File: config.mk
export PLATFORM = sky130hd
export DESIGN_NAME = fifo_wr_ctrl
export DESIGN_NICKNAME = d
export VERILOG_FILES = /design/src/rtl/fifo_wr_ctrl.sv
export SDC_FILE = /design/constraint.sdc
export NUM_CORES = 1
export LEC_CHECK = 0
export CORE_MARGIN = 2
export CORE_UTILIZATION = 46
export CTS_CLUSTER_SIZE = 25
export DETAILED_ROUTE_END_ITERATION = 16
export GPL_ROUTABILITY_DRIVEN = 1
export PLACE_DENSITY = 0.77
export SLEW_MARGIN = 25
export SYNTH_ARGS = -nofsm -noshare
export SYNTH_HDL_FRONTEND = slang
export SYNTH_SLANG_ARGS = --single-unit
File: constraint.sdc
create_clock -name w_clk -period 3.1 [get_ports w_clk]
set_input_delay 0.31 -clock w_clk [delete_from_list [all_inputs] [get_ports w_clk]]
set_output_delay 0.31 -clock w_clk [all_outputs]
set_load 0.05 [all_outputs]
File: src/rtl/fifo_wr_ctrl.sv
// rtl/fifo_wr_ctrl.sv - write-domain pointer, full/level and overflow controller for the async FIFO
// Synchronizes the read Gray pointer and derives full, level and almost-full from it pessimistically.
module fifo_wr_ctrl #(
  parameter int A_SIZE      = 3,
  parameter int P_SIZE      = A_SIZE + 1,
  parameter int AF_LEVEL    = 6,
  parameter int SYNC_STAGES = 2
) (
  input  logic              w_clk,
  input  logic              w_rst,
  input  logic              w_inc,
  input  logic              w_ovf_clr,
  input  logic [P_SIZE-1:0] r_gptr,
  output logic [A_SIZE-1:0] w_addr,
  output logic [P_SIZE-1:0] w_gptr,
  output logic              w_full,
  output logic              w_almost_full,
  output logic [P_SIZE-1:0] w_level,
  output logic              w_ovf
);

  localparam logic [P_SIZE-1:0] AF_THRESH = P_SIZE'(AF_LEVEL);

  logic [P_SIZE-1:0] sync_q [SYNC_STAGES];
  logic [P_SIZE-1:0] sync_d [SYNC_STAGES];
  logic [P_SIZE-1:0] rq_g;
  logic [P_SIZE-1:0] rq_b;

  logic [P_SIZE-1:0] wbin_q, wbin_d;
  logic [P_SIZE-1:0] gptr_q, gptr_d;
  logic [P_SIZE-1:0] level_q, level_d;
  logic              full_q, full_d;
  logic              af_q, af_d;
  logic              ovf_q, ovf_d;
  logic              push;

  always_comb begin
    sync_d[0] = r_gptr;
    for (int i = 1; i < SYNC_STAGES; i++) begin
      sync_d[i] = sync_q[i-1];
    end
  end

  assign rq_g = sync_q[SYNC_STAGES-1];

  // Each binary bit is the XOR of all Gray bits at or above it.
  always_comb begin
    rq_b = '0;
    for (int i = 0; i < P_SIZE; i++) begin
      rq_b[i] = ^(rq_g >> i);
    end
  end

  always_comb begin
    push    = w_inc & ~full_q;
    wbin_d  = wbin_q + {{(P_SIZE-1){1'b0}}, push};
    gptr_d  = wbin_d ^ (wbin_d >> 1);
    // Full when the write pointer is exactly one lap ahead of the synchronized read pointer.
    full_d  = (gptr_d == {~rq_g[P_SIZE-1:P_SIZE-2], rq_g[P_SIZE-3:0]});
    level_d = wbin_d - rq_b;
    af_d    = (level_d >= AF_THRESH);
    ovf_d   = ovf_q;
    if (w_inc & full_q) begin
      ovf_d = 1'b1;
    end else if (w_ovf_clr) begin
      ovf_d = 1'b0;
    end
  end

  always_ff @(posedge w_clk or posedge w_rst) begin
    if (w_rst) begin
      for (int i = 0; i < SYNC_STAGES; i++) begin
        sync_q[i] <= '0;
      end
      wbin_q  <= '0;
      gptr_q  <= '0;
      level_q <= '0;
      full_q  <= 1'b0;
      af_q    <= 1'b0;
      ovf_q   <= 1'b0;
    end else begin
      for (int i = 0; i < SYNC_STAGES; i++) begin
        sync_q[i] <= sync_d[i];
      end
      wbin_q  <= wbin_d;
      gptr_q  <= gptr_d;
      level_q <= level_d;
      full_q  <= full_d;
      af_q    <= af_d;
      ovf_q   <= ovf_d;
    end
  end

  assign w_addr        = wbin_q[A_SIZE-1:0];
  assign w_gptr        = gptr_q;
  assign w_full        = full_q;
  assign w_almost_full = af_q;
  assign w_level       = level_q;
  assign w_ovf         = ovf_q;

endmodule

==> results.yml <==
cts:
  cts_setup_buffers: 0
  cts.clk_slew.worst_paths_ps: 110
  clk_latency_ps: 300
  hold_buffers: 0
  clkSinkCount: 22
  numCtsBuffers: 3
  clk_root_buffer_cell: "clkbuf_4"
  h-tree-depth: 1
  post_cts_resized: 0
  cts_tree: "done"
  clock_path_buffers: 2
logic_synthesis:
  yosysWarnings: 0
  syn_area_per_cell_um2: 13.9
  synthAdderAreaFrac: 0.0944
  yosysMostFrequentCell: "dfrtp_1"
  synth_common_cells: "dfrtp_1, inv_1, xnor2_1"
  synth_top_area_frac: 0.629
  yosysSeqAreaShare: 0.629
  syn_area_um2: 875
  synth-edff-count: 0
  synth_xor_area_frac: 0.156
  synth-simple-area-share: 0.0472
  synth_top_family_by_area: "XOR/XNOR gates"
  syn_nets: 77
  synth_largest_area_cell: "dfrtp_1"
  ys_async_sr_fraction: 1.00
  synth_compound_area_frac: 0.0343
  synth_area_leaders: "dfrtp_1, ha_1, xnor2_1, xor2_1, inv_1"
  ys_ff_latch: 22
  synth.mux.area_fraction: 0
  syn_inst: 63
  synth.distinct_cells: 16
  synthFlopType: "dfrtp_1"
timing:
  finalSetupTns_ps: 0
  post-route-period-util: 0.825
  finClkSkew_ps: 4.64
  slew_headroom: 0.469
  timing.final.ws_setup_ps: 543
  rsz0062_at_grt: "false"
  final.min_clock_period_ps: 2560
  worst_slew_pin_slew_ps: 795
  max_freq_mhz: 391
  maxSlewViolCount: 0
  setup-violations-final: 0
  hold_viol_final: 0
global_route:
  gr-total-overflow: 0
  antenna_found_initial: 0
  grt_max_degree: 23
  grt.total_usage: 0.146
  grt_pass1_wl_um: 2100
  grt_pass1_vias: 531
setup_path:
  crit_fanout: 4
  crit_type: "input port to flop"
  rr_startpoint: "w_full"
  crit_path_start_kind: "input port"
  end_kind: "flop"
  r2r_slack_ps: 680
  reg2reg_to: "w_almost_full"
  crit_required_ps: 3300
  arrival_ps: 2760
  reg2regPathDepth: 10
drt:
  final_antenna_net_count: 0
  drtIter0Drc: 1
  drtPass1Iterations: 3
  via_count: 526
  totalWireLength_um: 1310
  wire_per_inst_um: 11.7
  via_per_inst: 4.70
  drc: 0
run:
  maxCapViolCount: 0
hold_path:
  hp-start: "sync_d[0]"
  hold_end: "rq_g[0]"
  hold-path-cell-count: 0
  hold_path_class: "flop to flop"
floorplanning:
  rows: 15
  core-area_mm2: 0.00176
  start_util: 0.496
  die_area_mm2: 0.00227
  die_h_um: 47.6
  ios: 22
  die_w_um: 47.6
final_layout:
  drive_above_1_share: 0.0460
  insertedDiodeCount: 0
  syn2layout_area_growth_pct: 30.2
  n_fill_cell: 152
  nets: 103
placement:
  dp_hpwl_um: 1020
  gp_congestion: 0.721
  dp_slack_ps: 238
  portBuffers: 21
outcome:
  status: "completed"
cell usage in the layout, fill, tap and decap left out:
cell	count
xor3_1	1
xnor2_2	1
a22oi_1	1
clkbuf_4	3
a21o_1	1
clkdlybuf4s50_1	21
nand3_1	3
o21ai_0	2
xor2_1	4
ha_1	5
or3_1	2
inv_1	9
a21oi_1	1
xnor2_1	7
fa_1	1
nand2_1	2
nor2b_1	1
dfrtp_1	22
metrics by stage:
| step | hold slack [ps] | cell area (um^2) | std cells | utilization |
|---|---|---|---|---|
| 2_1_floorplan | 299 | 875 | 63 | - |
| 3_3_place_gp | 332 | 1120 | 109 | 0.633 |
| 3_5_place_dp | 336 | 1120 | 109 | 0.633 |
| 4_1_cts | 361 | 1140 | 112 | 0.645 |
| 5_1_grt | 370 | 1140 | 112 | 0.645 |
| 6_report | 358 | 1140 | 112 | 0.645 |
how the worst max path moves through the flow:
| stage | from | slack (ps) | end |
|---|---|---|---|
| after floorplan | w_full | 550 | w_almost_full |
| after global placement | w_inc | 330 | w_almost_full |
| after detailed placement | w_inc | 240 | w_almost_full |
| after CTS | w_inc | 530 | w_almost_full |
| after global routing | w_inc | 450 | w_almost_full |
| final | w_inc | 540 | w_almost_full |
cell families after synthesis:
family,count (synthesis)
flops,22
buf+inv,9
fa+ha+maj,6
xor+xnor,13
compound gates,5
simple gates,8
metal layers:
metal	track usage	up-vias	wire length (um)
met2	0.259	20	685
met5	0	-	0
met3	0.0226	5	68
met4	0.130	0	46
met1	0.144	254	511
li1	-	247	-
cell type report:
class / count / area [um^2] / share of cell area
Clock buffer: 3 / 22.5 / 0.0198
Inverter: 9 / 33.8 / 0.0297
Multi-Input combinational cell: 32 / 290 / 0.255
Sequential cell: 22 / 551 / 0.484
Tap cell: 25 / 31.3 / 0.0275
Timing Repair Buffer: 21 / 210 / 0.185
sequential cells by signal, summed over array words and instances, names as in the netlist:
register	flops
rq_g	4
sync_d	4
w_almost_full	1
w_full	1
w_gptr	4
w_level	4
w_ovf	1
wbin_q	3
critical path: stages:
cell             delay, ps
clkdlybuf4s50_1        420
nor2b_1                150
ha_1                   190
ha_1                   220
xnor2_2                310
inv_1                  130
ha_1                   350
nand2_1                 70
o21ai_0                190
xor3_1                 270
a21o_1                 160
Power is left out: the tool's default activity adds up to more than one toggle a clock period on the data nets, which glitch-free logic cannot reach.
